--- src/rtl/nibble_serial_adder.sv ---
`default_nettype none
// ============================================================================
// Module   : nibble_serial_adder (with its four_bit_adder ripple slice)
// Purpose  : Multi-cycle WIDTH-bit adder. One 4-bit ripple slice is reused
//            NIB = WIDTH/4 times, least significant nibble first, with the
//            carry held in a register between steps.
// Ports    : clk, rst              - clock, synchronous active-high reset
//            in_valid/in_ready     - operand handshake (a, b, cin)
//            out_valid/out_ready   - result handshake (sum, cout, ovf)
//            a, b   [WIDTH-1:0]    - operands
//            cin                   - carry into bit 0
//            sum    [WIDTH-1:0]    - a + b + cin modulo 2^WIDTH
//            cout                  - carry out of bit WIDTH-1
//            ovf                   - signed overflow
// Revision : 1.0 - initial release
// ============================================================================

// ----------------------------------------------------------------------------
// four_bit_adder: plain 4-bit ripple-carry slice.
// Ports: x, y [3:0], cin -> s [3:0], cout
// ----------------------------------------------------------------------------
module four_bit_adder (
  input  logic [3:0] x,
  input  logic [3:0] y,
  input  logic       cin,
  output logic [3:0] s,
  output logic       cout
);
  logic [4:0] w_c;

  assign w_c[0] = cin;

  for (genvar gi = 0; gi < 4; gi++) begin : g_fa
    assign s[gi]     = x[gi] ^ y[gi] ^ w_c[gi];
    assign w_c[gi+1] = (x[gi] & y[gi]) | (w_c[gi] & (x[gi] ^ y[gi]));
  end

  assign cout = w_c[4];
endmodule

module nibble_serial_adder #(
  parameter int WIDTH = 16
) (
  input  logic             clk,
  input  logic             rst,
  input  logic             in_valid,
  output logic             in_ready,
  input  logic [WIDTH-1:0] a,
  input  logic [WIDTH-1:0] b,
  input  logic             cin,
  output logic             out_valid,
  input  logic             out_ready,
  output logic [WIDTH-1:0] sum,
  output logic             cout,
  output logic             ovf
);
  localparam int NIB = WIDTH / 4;
  // Index needs at least one bit even for a single-nibble instance.
  localparam int IW  = (NIB > 1) ? $clog2(NIB) : 1;
  localparam logic [IW-1:0] C_LAST = IW'(NIB - 1);

  localparam logic [1:0] S_IDLE = 2'd0;
  localparam logic [1:0] S_ADD  = 2'd1;
  localparam logic [1:0] S_DONE = 2'd2;

  if ((WIDTH % 4 != 0) || (WIDTH < 4)) begin : g_bad_width
    $error("nibble_serial_adder: WIDTH must be a multiple of 4 and >= 4");
  end

  logic [1:0]       state_q, state_d;
  logic [IW-1:0]    idx_q,   idx_d;
  logic             carry_q, carry_d;
  logic [WIDTH-1:0] a_q,     a_d;
  logic [WIDTH-1:0] b_q,     b_d;
  logic [WIDTH-1:0] sum_q,   sum_d;
  logic             cout_q,  cout_d;
  logic             ovf_q,   ovf_d;

  logic [IW+1:0]    w_base;
  logic [3:0]       w_slice_s;
  logic             w_slice_c;

  // Bit offset of the current nibble.
  assign w_base = {idx_q, 2'b00};

  four_bit_adder u_slice (
    .x    (a_q[w_base +: 4]),
    .y    (b_q[w_base +: 4]),
    .cin  (carry_q),
    .s    (w_slice_s),
    .cout (w_slice_c)
  );

  always_comb begin
    state_d = state_q;
    idx_d   = idx_q;
    carry_d = carry_q;
    a_d     = a_q;
    b_d     = b_q;
    sum_d   = sum_q;
    cout_d  = cout_q;
    ovf_d   = ovf_q;
    case (state_q)
      S_IDLE: begin
        if (in_valid) begin
          a_d     = a;
          b_d     = b;
          carry_d = cin;
          idx_d   = '0;
          state_d = S_ADD;
        end
      end
      S_ADD: begin
        sum_d[w_base +: 4] = w_slice_s;
        carry_d            = w_slice_c;
        if (idx_q == C_LAST) begin
          cout_d  = w_slice_c;
          // Carry into the MSB is recovered from the MSB sum bit and its
          // operand bits, then compared with the carry leaving the MSB.
          ovf_d   = a_q[WIDTH-1] ^ b_q[WIDTH-1] ^ w_slice_s[3] ^ w_slice_c;
          state_d = S_DONE;
        end else begin
          idx_d = idx_q + IW'(1);
        end
      end
      S_DONE: begin
        if (out_ready) begin
          idx_d   = '0;
          state_d = S_IDLE;
        end
      end
      default: state_d = S_IDLE;
    endcase
  end

  always_ff @(posedge clk) begin
    if (rst) begin
      state_q <= S_IDLE;
      idx_q   <= '0;
      carry_q <= 1'b0;
      a_q     <= '0;
      b_q     <= '0;
      sum_q   <= '0;
      cout_q  <= 1'b0;
      ovf_q   <= 1'b0;
    end else begin
      state_q <= state_d;
      idx_q   <= idx_d;
      carry_q <= carry_d;
      a_q     <= a_d;
      b_q     <= b_d;
      sum_q   <= sum_d;
      cout_q  <= cout_d;
      ovf_q   <= ovf_d;
    end
  end

  assign in_ready  = (state_q == S_IDLE);
  assign out_valid = (state_q == S_DONE);
  assign sum       = sum_q;
  assign cout      = cout_q;
  assign ovf       = ovf_q;
endmodule
`default_nettype wire

--- config.mk ---
export PLATFORM = sky130hd
export DESIGN_NAME = nibble_serial_adder
export DESIGN_NICKNAME = d
export VERILOG_FILES = /design/src/rtl/nibble_serial_adder.sv
export SDC_FILE = /design/constraint.sdc
export NUM_CORES = 1
export LEC_CHECK = 0
export CORE_MARGIN = 2
export CORE_UTILIZATION = 46
export CTS_BUF_LIST = sky130_fd_sc_hd__clkbuf_4 sky130_fd_sc_hd__clkbuf_8
export DETAILED_ROUTE_END_ITERATION = 7
export MAX_ROUTING_LAYER = met4
export PLACE_DENSITY = 0.82
export SYNTH_ARGS = -nofsm -noshare
export SYNTH_HDL_FRONTEND = slang
export SYNTH_HIERARCHICAL = 1
export SYNTH_SLANG_ARGS = --single-unit
--- constraint.sdc ---
create_clock -name clk -period 3.2 [get_ports clk]
set_input_delay 0.64 -clock clk [delete_from_list [all_inputs] [get_ports clk]]
set_output_delay 0.64 -clock clk [all_outputs]
set_load 0.005 [all_outputs]
After elaboration in Yosys (flattened, before gate mapping)
Index checks and enable logic that the tools add are counted.
Widths: inputs -> output; s select.

storage, ports and cells
  register bits = 55
  output and inout port bits = 20

operators by class
  bitwise logic cells = 23
  reduce and logical (&&, ||, !) cells = 8
  $add $sub $neg = 2
  equality and inequality tests = 7
  mux-type cells = 10
  shift-type cells = 4

operators with widths
  cell                    count
  $shiftx 16x5->4         2
  $bwmux 16               1
  $shift 4x6->16 const A  1
  $shiftx 4x6->16         1
  $pmux 2 s3              2
  $xor 1x1->1             11
  $mux 2                  5
  $and 1x1->1             8
  $ne 2x2->1 const B      3
  $neg 4->6               1
  $reduce_and 2->1        3
  $eq 2x2->1 const B      2
  $or 1x1->1              4
  $reduce_and 4->1        1
  $reduce_and 3->1        1
  $reduce_bool 3->1       1
  $add 2x1->2 const B     1
  $eq 2x1->1 const B      1
  $logic_not 2->1         1
  $ne 2x1->1 const B      1
  $pmux 1 s2              1
  $reduce_bool 2->1       1
  $mux 1                  1

Depth between registers and ports, before layout
  depth in word-level cells = 11
  mapped depth = 14
  depth with buffers taken out = 13

Cells and area by module
The synthesis kept the hierarchy.

modules (own cells, without submodules)
  module               cells each  instances  area each (µm²)  sequential area each (µm²)
  nibble_serial_adder  245         1          2,313.5          1,101.1
  four_bit_adder       14          1          117.6            0.0

Worst setup path before layout
No wires, ideal clock.

  path kind = register to register
  start = reg idx_q[0]
  end = reg ovf_q (netlist: ovf)
  setup time = 78 ps
  path buffers = 1
  data arrival time = 3,301 ps
  clock period less this slack = 3,379 ps
  cell stages (with the launch flop) = 15
  setup slack = -179 ps
  cell sequence = dfxtp_1 > buf_2 > mux4_2 > fa_1 > inv_1 > fa_1 > inv_1 > fa_1 > inv_1 > fa_1 > inv_1 > xnor2_1 > xnor2_1 > nor2_1 > nor3_1

between the ends
  longest elaborated chain between the ends = 11
  elaborated cells on any way between the ends = 23

RTL lines
  item                                RTL line  text
  start, declared                     71        logic [IW-1:0] idx_q, idx_d;
  start signal, assigned              148       idx_q <= idx_d;
  $shiftx 16x5->4 (on tied branches)  87, 88
  $xor 1x1->1                         35        assign w_c[gi+1] = (x[gi] & y[gi]) | (w_c[gi] & (x[gi] ^ y[gi]));
  $and 1x1->1                         35
  $or 1x1->1                          35
  $and 1x1->1                         35
  $or 1x1->1                          35
  $and 1x1->1                         35
  $or 1x1->1                          35
  $xor 1x1->1 *                       34        assign s[gi] = x[gi] ^ y[gi] ^ w_c[gi];
  named net w_slice_s[3]              80        logic [3:0] w_slice_s;
  $xor 1x1->1 * (2 in series)         120       ovf_d = a_q[WIDTH-1] ^ b_q[WIDTH-1] ^ w_slice_s[3] ^ w_slice_c;
  end signal, assigned                154       ovf_q <= ovf_d;
  end, declared                       77        logic ovf_q, ovf_d;

The timed path passes the listed nets; every way through them passes the cells marked *.
A chain may end at the register's enable or synchronous reset.

Worst setup path after layout
Same ends and word-level chain as after synthesis.

==> out/qor.txt <==
Static Leak: 0.00120 uW
Vias in the first global route: 1,903
Status: finished clean
Routed Antenna Nets: 0
M3 GR Usage: 4.12%
Gpl congestion: 0.878
Largest net degree at the start of global routing: 41
Worst Reg-to-Reg Cells: 13
Worst setup path endpoint: ovf
Final min period: 3.05 ns
Fraction of layout cells with a size suffix above 1: 8.95%
Final hold vios: 0
Slew margin rel.: 34.7%
Leading post-synthesis cells by cell area: dfxtp_1, nand2_1, a21oi_1, mux4_2, fa_1
Met1 Resource Use GR: 22.6%
Met2 GRT Util: 32.2%
Max-Cap Viols: 0
Worst-path clk slew: 0.09 ns
Total track usage: 19.3%
Clk_lat worst skew: 0.31 ns
Gate Count Post-Synth: 259
Critical path startpoint: idx_q[0]
Power Dens Cells: 418 mW/mm2
Residual DRC count: 0
CP arrival: 3.29 ns
Root buffer cell: clkbuf_8
Slew @ Worst Pin: 0.977 ns
Antenna Diode Count: 0
Filler cells: 446
I/O pins: 57
Post-synthesis sequential element count: 55
Die Y-Extent: 76.7 um
Crit Path Max Fanout: 4
Number of antenna violations at the first check in global routing: 0
Fin. max-slew vios: 0
Critical path endpoint category: flip-flop
Nets: 360
Syn Nets: 305
Maximum vdd drop: 245 uV
Drt pass-1 iters: 4
Setup TNS: 0 ns
Die area: 0.00588 mm2
1st-iter DRT viols: 106
R2R setup slack: 0.15 ns
Total congestion overflow: 0
Critical R2R Launch: idx_q[0]
Row cnt: 26
Dominant cell by count in the synthesized netlist: nand2_1
Via count: 1,923
Placed instance area: 0.00306 mm2
Post-CTS setup buffer count: 0
CP Class: flip-flop to flip-flop
WP data required: 3.44 ns
Primary FF master, synth: dfxtp_1
Die W: 76.7 um
Hold_buf cts: 0
H-Tree Depth: 2
F_max: 0.328 GHz
PostCTS Resize Cnt: 0
IO buf count: 56
First-pass GRT wire length: 8800 um
Final instance area: 0.00314 mm2
EDFF count, synth: 0
Top Usage Layer GRT: met2
Post-Route WL: 5200 um
Worst hold path type: flip-flop to flip-flop
Critical path startpoint category: flip-flop
DPL Wire Length: 3850 um
Syn-to-layout area delta: 29.1%
Via density: 5.02
Post-synth cell types: 29
Hold_ws: 0.456 ns
Clock sinks: 55
Core Footprint: 0.00511 mm2
Synth warn: 6
Synth cell count leaders: nand2_1, dfxtp_1, a21oi_1, nor2_1, inv_1
CTS tree: built
Mapped cell area: 0.00243 mm2
Asr flop ratio synth: 0%
Period utilization: 95.3%
Clock Tree Buf Depth: 2
Seq/Total Area, Yosys: 45.3%
Top cell type's share of synthesized area: 45.3%
Leading area contributor after synthesis: dfxtp_1
Skew final: 0.00976 ns
Reg2reg end: ovf
Wirelength per Cell: 13.6 um
Avg Cell Area, Syn: 9.39 um2
Initial core utilization: 47.6%
CTS buffer count: 5
Final Setup Violations: 0
[layout by cell type (no fill, tap or decap), types with 2 or more instances in the layout]
master,count
nand3b_1,3
a22oi_1,8
inv_1,12
dfxtp_1,54
clkdlybuf4s50_1,56
a22o_1,8
nand2_1,66
fa_1,4
mux2i_1,2
nor2_1,14
nor4b_4,2
a21oi_1,38
xnor2_1,2
buf_4,7
and3_1,2
clkbuf_8,5
mux4_2,8
nand2b_1,3
nor2b_1,3
nand3b_4,2
ha_1,5
[worst min path at each step]
stage             from      end  slack (ns)  depth (start not counted)
2_1_floorplan  a_q[10]  a_q[10]        0.43                          2
3_3_place_gp    a_q[1]   a_q[1]        0.44                          2
3_5_place_dp    a_q[9]   a_q[9]        0.45                          2
4_1_cts         a_q[9]   a_q[9]        0.46                          2
5_1_grt         a_q[9]   a_q[9]        0.48                          2
6_report        a_q[9]   a_q[9]        0.46                          2
[flip-flops by register name, summed over array words and instances, names as in the netlist]
register	count
b_q	16
idx_q	2
sum	16
ovf	1
carry_q	1
cout	1
state_q	2
a_q	16
[logic make-up after synthesis]
logic type      after synthesis  share of synthesized area [%]
xor+xnor                      3                           1.08
compound gates               55                           13.5
flops                        55                           45.3
fa+ha+maj                     9                           5.87
simple gates                 99                           20.6
buf+inv                      27                           4.89
mux                          11                           8.70
[area by class of cell]
cell class,instances,area (um2),area share (%)
clock buffer,5,68.8,2.19
clock inverter,1,7.51,0.239
inverter,12,45.0,1.44
multi-input combinational,177,1210,38.6
sequential,55,1100,35.2
tap,70,87.6,2.79
timing repair buffer,63,613,19.5
[per-layer routing]
layer | vias up | part of all wire (%) | routed length [um]
met2 | 45 | 52 | 2700
li1 | 983 | - | -
met3 | 7 | 3.4 | 179
met4 | 0 | 1.4 | 74
met5 | - | 0 | 0
met1 | 888 | 43 | 2240
[report_power, final]
group          internal, uW  switching, uW
Sequential              714           21.1
Clock                   146            212
Combinational           112            106
Total                   972            339
[worst max-delay path, cell delays in order (launching register included)]
cell,delay (ns)
dfxtp_4,0.38
mux4_2,0.52
fa_1,0.43
inv_1,0.08
fa_1,0.15
inv_1,0.05
fa_1,0.35
inv_1,0.07
fa_1,0.40
inv_1,0.09
xnor2_1,0.15
xnor2_1,0.16
nor2_1,0.05
nor3_1,0.12
[per-stage QoR]
step	power, uW	cells	worst slack (ns)	utilization [%]
2_1_floorplan	881	259	0.00807	-
3_3_place_gp	964	377	0.214	59.9
3_5_place_dp	970	377	0.149	59.9
4_1_cts	1320	383	0.0908	61.4
5_1_grt	1370	383	-0.00327	61.4
6_report	1310	383	0.149	61.4
(Power assumes the default switching activity.)
